File: src/rtl/arith_pkg.sv
// arith_pkg: shared types and helpers for the lab arithmetic cells.
//   sub_state_t : control states of the serial subtractor
//   cnt_width() : counter width for N digit steps, never below 1 bit
package arith_pkg;

  typedef enum logic [1:0] {
    IDLE = 2'd0,
    RUN  = 2'd1,
    DONE = 2'd2
  } sub_state_t;

  // A single-digit operation still needs a 1-bit counter so the
  // "last digit" compare has something to look at.
  function automatic int cnt_width(input int n);
    return (n <= 1) ? 1 : $clog2(n);
  endfunction

endpackage

File: src/rtl/full_subtractor.sv
// full_subtractor: single-bit A - B - Bin from two half-subtractor stages.
//   A, B  : operand bits
//   Bin   : borrow in
//   Diff  : A ^ B ^ Bin
//   Bout  : (~A & B) | (~(A ^ B) & Bin)
module full_subtractor (
  input  logic A,
  input  logic B,
  input  logic Bin,
  output logic Diff,
  output logic Bout
);

  logic d1;
  logic b1;
  logic b2;

  half_subtractor u_hs0 (
    .A    (A),
    .B    (B),
    .Diff (d1),
    .Bout (b1)
  );

  half_subtractor u_hs1 (
    .A    (d1),
    .B    (Bin),
    .Diff (Diff),
    .Bout (b2)
  );

  // The two stage borrows can never both be set.
  assign Bout = b1 | b2;

endmodule

File: src/rtl/half_subtractor.sv
// half_subtractor: single-bit A - B.
//   A, B  : operand bits
//   Diff  : A ^ B
//   Bout  : borrow, set when A = 0 and B = 1
module half_subtractor (
  input  logic A,
  input  logic B,
  output logic Diff,
  output logic Bout
);

  assign Diff = A ^ B;
  assign Bout = ~A & B;

endmodule

File: src/rtl/serial_subtractor.sv
// serial_subtractor: multi-cycle diff = a - b - bin, DIGIT bits per clock.
//   clk, rst_n : clock, asynchronous active-low reset
//   start      : request, honoured only in IDLE or DONE
//   a, b, bin  : operands and borrow-in, captured on the accepting edge
//   busy       : high while digits are being processed
//   done       : one-cycle pulse, result valid
//   diff       : result modulo 2^WIDTH (holds until the next completion)
//   bout       : borrow-out, set iff a < b + bin (unsigned)
//   zero       : diff == 0
module serial_subtractor
  import arith_pkg::*;
#(
  parameter int WIDTH = 8,
  parameter int DIGIT = 1
) (
  input  logic             clk,
  input  logic             rst_n,
  input  logic             start,
  input  logic [WIDTH-1:0] a,
  input  logic [WIDTH-1:0] b,
  input  logic             bin,
  output logic             busy,
  output logic             done,
  output logic [WIDTH-1:0] diff,
  output logic             bout,
  output logic             zero
);

  localparam int N  = (DIGIT > 0) ? WIDTH / DIGIT : 1;
  localparam int CW = cnt_width(N);
  localparam logic [CW-1:0] LAST = CW'(N - 1);

  if (WIDTH < 1 || DIGIT < 1 || (WIDTH % DIGIT) != 0) begin : g_bad_params
    $error("serial_subtractor: WIDTH must be >= 1 and a multiple of DIGIT");
  end

  sub_state_t       state_q;
  sub_state_t       state_d;
  logic             accept;
  logic             last;

  logic [WIDTH-1:0] op_a_q;
  logic [WIDTH-1:0] op_b_q;
  logic [WIDTH-1:0] sr_q;
  logic [WIDTH-1:0] sr_next;
  logic             bor_q;
  logic [CW-1:0]    cnt_q;

  logic [DIGIT-1:0] dig;
  logic [DIGIT:0]   chain_b;

  // Digit datapath: ripple of full subtractors fed by the borrow register.
  assign chain_b[0] = bor_q;

  for (genvar i = 0; i < DIGIT; i++) begin : g_chain
    full_subtractor u_fs (
      .A    (op_a_q[i]),
      .B    (op_b_q[i]),
      .Bin  (chain_b[i]),
      .Diff (dig[i]),
      .Bout (chain_b[i+1])
    );
  end

  // Result digits enter at the top so the first (lowest) digit ends up at
  // bit 0 after N steps.
  if (DIGIT == WIDTH) begin : g_sr_full
    assign sr_next = dig;
  end else begin : g_sr_shift
    assign sr_next = {dig, sr_q[WIDTH-1:DIGIT]};
  end

  // Control
  always_ff @(posedge clk or negedge rst_n) begin
    if (!rst_n) begin
      state_q <= IDLE;
    end else begin
      state_q <= state_d;
    end
  end

  always_comb begin
    state_d = state_q;
    accept  = 1'b0;
    last    = 1'b0;
    busy    = 1'b0;
    done    = 1'b0;
    case (state_q)
      IDLE: begin
        if (start) begin
          accept  = 1'b1;
          state_d = RUN;
        end
      end
      RUN: begin
        busy = 1'b1;
        if (cnt_q == LAST) begin
          last    = 1'b1;
          state_d = DONE;
        end
      end
      DONE: begin
        done = 1'b1;
        if (start) begin
          accept  = 1'b1;
          state_d = RUN;
        end else begin
          state_d = IDLE;
        end
      end
      default: state_d = IDLE;
    endcase
  end

  // Datapath and result registers
  always_ff @(posedge clk or negedge rst_n) begin
    if (!rst_n) begin
      op_a_q <= '0;
      op_b_q <= '0;
      sr_q   <= '0;
      bor_q  <= 1'b0;
      cnt_q  <= '0;
      diff   <= '0;
      bout   <= 1'b0;
      zero   <= 1'b0;
    end else if (accept) begin
      op_a_q <= a;
      op_b_q <= b;
      bor_q  <= bin;
      sr_q   <= '0;
      cnt_q  <= '0;
    end else if (state_q == RUN) begin
      op_a_q <= op_a_q >> DIGIT;
      op_b_q <= op_b_q >> DIGIT;
      sr_q   <= sr_next;
      bor_q  <= chain_b[DIGIT];
      cnt_q  <= cnt_q + CW'(1);
      // Published outputs only move on the final digit.
      if (last) begin
        diff <= sr_next;
        bout <= chain_b[DIGIT];
        zero <= (sr_next == '0);
      end
    end
  end

endmodule
File: config.mk
export PLATFORM = sky130hd
export DESIGN_NAME = serial_subtractor
export DESIGN_NICKNAME = d
export VERILOG_FILES = /design/src/rtl/arith_pkg.sv /design/src/rtl/full_subtractor.sv /design/src/rtl/half_subtractor.sv /design/src/rtl/serial_subtractor.sv
export SDC_FILE = /design/constraint.sdc
export NUM_CORES = 1
export LEC_CHECK = 0
export CORE_ASPECT_RATIO = 2
export CORE_MARGIN = 3
export CORE_UTILIZATION = 40
export CTS_CLUSTER_DIAMETER = 40
export DETAILED_ROUTE_END_ITERATION = 7
export HOLD_SLACK_MARGIN = 0.15
export PLACE_DENSITY = 0.65
export SKIP_CTS_REPAIR_TIMING = 1
export SLEW_MARGIN = 5
export SYNTH_ARGS = -nofsm -noshare
export SYNTH_HDL_FRONTEND = slang
export SYNTH_HIERARCHICAL = 1
export SYNTH_SLANG_ARGS = --single-unit
File: constraint.sdc
create_clock -name clk -period 1.8 [get_ports clk]
set_input_delay 0.36 -clock clk [delete_from_list [all_inputs] [get_ports clk]]
set_output_delay 0.36 -clock clk [all_outputs]
set_load 0.02 [all_outputs]
Word level (Yosys, flattened, before mapping) --
Cells that the tools add are included.
Word-level totals: input port bits 20, bits in registers 40, logic and storage cells 49
Operators by class: equal/unequal tests 5, reductions and logical operators 6, muxes and demuxes 20, $add $sub $neg 1, bitwise logic cells 8
Operator list (count):
- two-way mux 8 bit | 6
- two-way mux 1 bit | 9
- zero test 8 bit | 1
- two-way mux 3 bit | 2
- case mux 2 bit (3 select lines) | 1
- two-way mux 2 bit | 2
- != test 2 bit (second input constant) | 2
- adder 3 x 1 -> 3 bit (second input constant) | 1
- == test 3 bit (second input constant) | 1
- inverter 1 bit | 3
- AND reduction 3 bit | 1
- AND 1 bit | 2
- == test 2 x 1 -> 1 bit (second input constant) | 1
- == test 2 bit (second input constant) | 1
- zero test 2 bit | 1
- AND reduction 2 bit | 1
- nonzero test 2 bit | 1
- OR reduction 2 bit | 1
- XOR 1 bit | 2
- OR 1 bit | 1

Depth between registers and ports, before layout --
depth in word-level cells 6, depth in mapped cells 9

Modules after synthesis --
The synthesis kept the hierarchy.
By module, submodules not included:
- serial_subtractor | cells an instance 120, times used 1, area an instance 1610.3 um2
- half_subtractor | cells an instance 3, times used 2, area an instance 20.0 um2
- full_subtractor | cells an instance 1, times used 1, area an instance 6.3 um2

Least setup slack after synthesis --
Ideal clock, no wire load.
path kind flip-flop to flip-flop, from register op_a_q[0], to register bor_q, setup time 0.118 ns, arrival time 1.436 ns, setup slack 0.246 ns, buffers on the path 0, cell stages (with the launch flop) 9, period minus slack after synthesis 1.554 ns, cells stage by stage dfrtp_1 inv_1 ha_1 inv_1 inv_1 ha_1 or2_1 a22o_1 a21o_1
On the way: longest elaborated chain between the ends 6, elaborated cells on any way between the ends 8, classes of those cells mux (2); bitwise (6)
Ends and longest elaborated chain:
- start: declaration | line serial_subtractor.sv:42 | logic [WIDTH-1:0] op_a_q;
- start signal: assignment | line serial_subtractor.sv:133 | op_a_q <= op_a_q >> DIGIT;
- XOR 1 bit | line half_subtractor.sv:12 | assign Diff = A ^ B;
- via g_chain[0].u_fs.d1 | line full_subtractor.sv:14 | logic d1;
- inverter 1 bit | line half_subtractor.sv:13 | assign Bout = ~A & B;
- AND 1 bit | line half_subtractor.sv:13
- via g_chain[0].u_fs.b2 | line full_subtractor.sv:16 | logic b2;
- OR 1 bit | line full_subtractor.sv:33 | assign Bout = b1 | b2;
- via chain_b[1] | line serial_subtractor.sv:50 | logic [DIGIT:0] chain_b;
- two-way mux 1 bit | line serial_subtractor.sv:132 | end else if (state_q == RUN) begin
- two-way mux 1 bit | line serial_subtractor.sv:126 | end else if (accept) begin
- end signal: assignment | line serial_subtractor.sv:129 | bor_q <= bin;
- end signal: assignment | line serial_subtractor.sv:136 | bor_q <= chain_b[DIGIT];
- end: declaration | line serial_subtractor.sv:46 | logic bor_q;
The timed path passes the listed nets, and every way through them passes these cells. The select of a mux whose other input is x is not followed. A chain may end at the register's enable or synchronous reset.

Worst setup path after layout --
Ends and elaborated chain as after synthesis.

==> impl_metrics.py <==
metrics = {
    "synth": {
        "postSynth.asyncResetShare": 1.00,
        "yosys.area_share.xor_xnor": 0,
        "post-synth-top-count-cell": "sky130_fd_sc_hd__dfrtp_1",
        "syn_avg_cell_area_um2": 13.0,
        "main_combinational_cell_family_by_area_after_synthesis": "compound AO/OA/AOI/OAI gates",
        "synth_warnings": 6,
        "post_synth_main_area_contributors": "sky130_fd_sc_hd__dfrtp_1 (59%), sky130_fd_sc_hd__a22o_1 (11%), sky130_fd_sc_hd__mux2_2 (6.8%)",
        "syn_nets": 151,
        "ys_seq_elements": 39,
        "ys_types": 20,
        "post-synth-top-area-fraction": 0.589,
        "synth_seq_area_share": 0.589,
        "yosys-mux-area-fraction": 0.104,
        "synth-main-ff-cell": "sky130_fd_sc_hd__dfrtp_1",
        "most_used_standard_cells_in_the_synthesized_netlist": "sky130_fd_sc_hd__dfrtp_1 (39), sky130_fd_sc_hd__a22o_1 (20), sky130_fd_sc_hd__a21o_1 (10), sky130_fd_sc_hd__mux2_2 (10), sky130_fd_sc_hd__nand2_1 (8)",
        "synth_cell_area_um2": 1660,
        "yosys.area_share.simple": 0.0521,
        "number_of_enable_type_register_cells_in_the_synthesized_netlist": 0,
        "synth_adder_area_share": 0.0302,
        "synthCells": 127,
        "netlist.top_cell.by_area": "sky130_fd_sc_hd__dfrtp_1",
        "synth_compound_area_frac": 0.172,
    },
    "clock_tree": {
        "cts_tree": "built",
        "cts.root.buffer_cell": "sky130_fd_sc_hd__clkbuf_8",
        "cts.htree.levels": 2,
        "cts.reportedPaths.clkPinSlew_ns": 0.07,
        "clock_insertion_delay_worst_skew_ns": 0.28,
        "tritoncts.num_buffers": 5,
        "cts.path.max_buffers": 2,
        "clkSinkCount": 39,
    },
    "worst_setup_path": {
        "worst_ep_required_time_ns": 1.98,
        "critical_path_class": "flop to flop",
        "cp.arrival_ns": 1.85,
        "timing.rr.end": "bor_q$_DFFE_PN0P_",
        "rr_startpoint": "op_a_q[0]$_DFFE_PN0P_",
        "r2r.worst_path.cells": 8,
        "r2r_setup_slack_ns": 0.13,
        "crit_path_end": "bor_q$_DFFE_PN0P_",
        "critPathMaxFanout": 2,
        "critical_path.startpoint_type": "flop",
        "critical_path_launch_point": "op_a_q[0]$_DFFE_PN0P_",
        "cp-end-kind": "flop",
    },
    "grt": {
        "global_route_wire_length_before_repair_mm": 5.46,
        "overflow": 0,
        "number_of_global_route_vias_before_repair": 1194,
        "pin_count_of_the_biggest_net_entering_global_routing": 40,
        "antenna_found_initial": 0,
        "grt_util_all_layers": 0.143,
    },
    "timing": {
        "layout_setup_ws_ns": 0.127,
        "timing.max_slew.rel_slack": 0.679,
        "finalCritPeriodShare": 0.929,
        "grt_setup_unrepaired": "no",
        "maxSlewViolCount": 0,
        "timing_hold_violations_final": 0,
        "worst_pin_slew_ns": 0.482,
        "fmaxAchievable_ghz": 0.598,
        "fin_crit_ns": 1.67,
        "skew_ns": 0.00597,
        "finalSetupViolations": 0,
    },
    "cells_and_area": {
        "finish.net_count": 188,
        "combined_area_of_the_multi_input_logic_cells_um2": 594,
        "final_util": 0.540,
        "post_route_cells_drive_above_1_share": 0.158,
        "layout.filler_cells": 385,
        "antenna-diode-count": 0,
        "ff_latch_area_um2": 976,
        "finish.cell_count_without_fillers": 216,
        "flow.area_growth_from_synthesis_pct": 28.0,
    },
    "floorplanning": {
        "floorplan.die.width_um": 51.5,
        "die_area_um2": 5000,
        "die_y_um": 97.0,
        "initial_utilization": 0.422,
        "core_region_area_um2": 3920,
        "count_of_standard_cell_rows": 32,
        "ioPinCount": 32,
    },
    "routing": {
        "initialDrtViolationCount": 18,
        "final_antenna_net_count": 0,
        "viasPerCell": 5.13,
        "wl_per_cell_um": 14.8,
        "vias": 1109,
        "detail_route.first_pass.iterations": 6,
        "totalWireLength_mm": 3.19,
        "detail_route.drc_violations": 0,
    },
    "flow_run": {
        "cap_violations": 0,
    },
    "placed_design": {
        "placed_cells_incl_taps": 208,
        "gp_routability_congestion": 0.733,
        "buffer_ports.inserted": 31,
        "dpl_worst_slack_ns": 0.127,
        "hpwlAfterDp_mm": 2.30,
    },
    "min_path": {
        "hold_class": "input port to asynchronous set/reset pin",
    },
    "power": {
        "worst_ir_drop_on_vdd_v": 0.000938,
        "pwr_density_cell_nw_per_um2": 1760,
        "p_leak_nw": 1.07,
    },
    "status": {
        "result_of_the_run": "completed",
    },
}
[placed cells by master (no fill, tap or decap), drive strengths merged]
cell type / synthesis / routed
nor4: 2 / 2
a22o: 20 / 20
clkinv: 0 / 1
or2: 1 / 1
nand2: 8 / 8
nor2b: 3 / 3
inv: 6 / 6
dfrtp: 39 / 39
o21ai: 7 / 7
ha: 4 / 4
clkbuf: 1 / 7
nor2: 1 / 1
dlymetal6s2s: 0 / 2
clkdlybuf4s50: 0 / 28
a21o: 10 / 10
mux2: 10 / 10
buf: 8 / 9
nand3b: 1 / 1
mux2i: 6 / 6
[worst max-delay path, cell delays in order (launching register included)]
cell and delay, ns:
sky130_fd_sc_hd__dfrtp_1 0.36, sky130_fd_sc_hd__inv_1 0.05, sky130_fd_sc_hd__ha_1 0.28, sky130_fd_sc_hd__inv_1 0.06, sky130_fd_sc_hd__inv_1 0.04, sky130_fd_sc_hd__ha_1 0.18
sky130_fd_sc_hd__or2_1 0.25, sky130_fd_sc_hd__a22o_1 0.21, sky130_fd_sc_hd__a21o_1 0.14
[kinds of logic after synthesis]
logic type	Yosys count
AND/OR/NAND/NOR	16
adder cells (fa/ha/maj)	4
flip-flops	39
AO/OA/AOI/OAI	37
multiplexers	16
buffers and inverters	15
[stage by stage]
stage / instance area [um2] / hold WS, ns / power [W] / setup TNS [ns]
after floorplan: 1660 / 0.0644 / 0.00266 / 0
after global placement: 2030 / 0.430 / 0.00317 / 0
after detailed placement: 2030 / 0.442 / 0.00323 / 0
after CTS: 2120 / 0.134 / 0.00380 / -0.0952
after global routing: 2120 / 0.156 / 0.00402 / 0
final: 2120 / 0.116 / 0.00374 / 0
[cell type report]
type | instances | area share
Clock buffer | 7 | 0.0360
Sequential cell | 39 | 0.460
Tap cell | 51 | 0.0301
Timing Repair Buffer | 39 | 0.181
Inverter | 6 | 0.0106
Clock inverter | 1 | 0.00236
Multi-Input combinational cell | 73 | 0.280
[state kept, by name, indices dropped and copies added, names as in the netlist]
signal,cells
sr_q,7
zero,1
bor_q,1
diff,8
cnt_q,3
bout,1
op_b_q,8
op_a_q,8
state_q,2
[metal layers]
layer,track usage,up-vias,routed length [um]
li1,-,526,-
met1,0.171,551,1300
met2,0.236,27,1680
met3,0.0339,5,147
met4,0.0606,0,60
met5,0,-,0
[how the worst min path moves through the flow]
stage	endpoint	slack (ns)	from
after global routing	diff[1]$_DFFE_PN0P_	0.16	rst_n
final	diff[1]$_DFFE_PN0P_	0.12	rst_n
after global placement	diff[0]$_DFFE_PN0P_	0.43	rst_n
after CTS	diff[2]$_DFFE_PN0P_	0.13	rst_n
after detailed placement	diff[1]$_DFFE_PN0P_	0.44	rst_n
after floorplan	bor_q$_DFFE_PN0P_	0.06	rst_n
[where the power goes]
group | leakage, nW | switching [W] | internal [W]
registers | 0.497 | 0.000242 | 0.00126
logic | 0.535 | 0.000785 | 0.000903
clock network | 0.0422 | 0.000277 | 0.000272
Note: power is estimated with default switching activity, not from simulation.
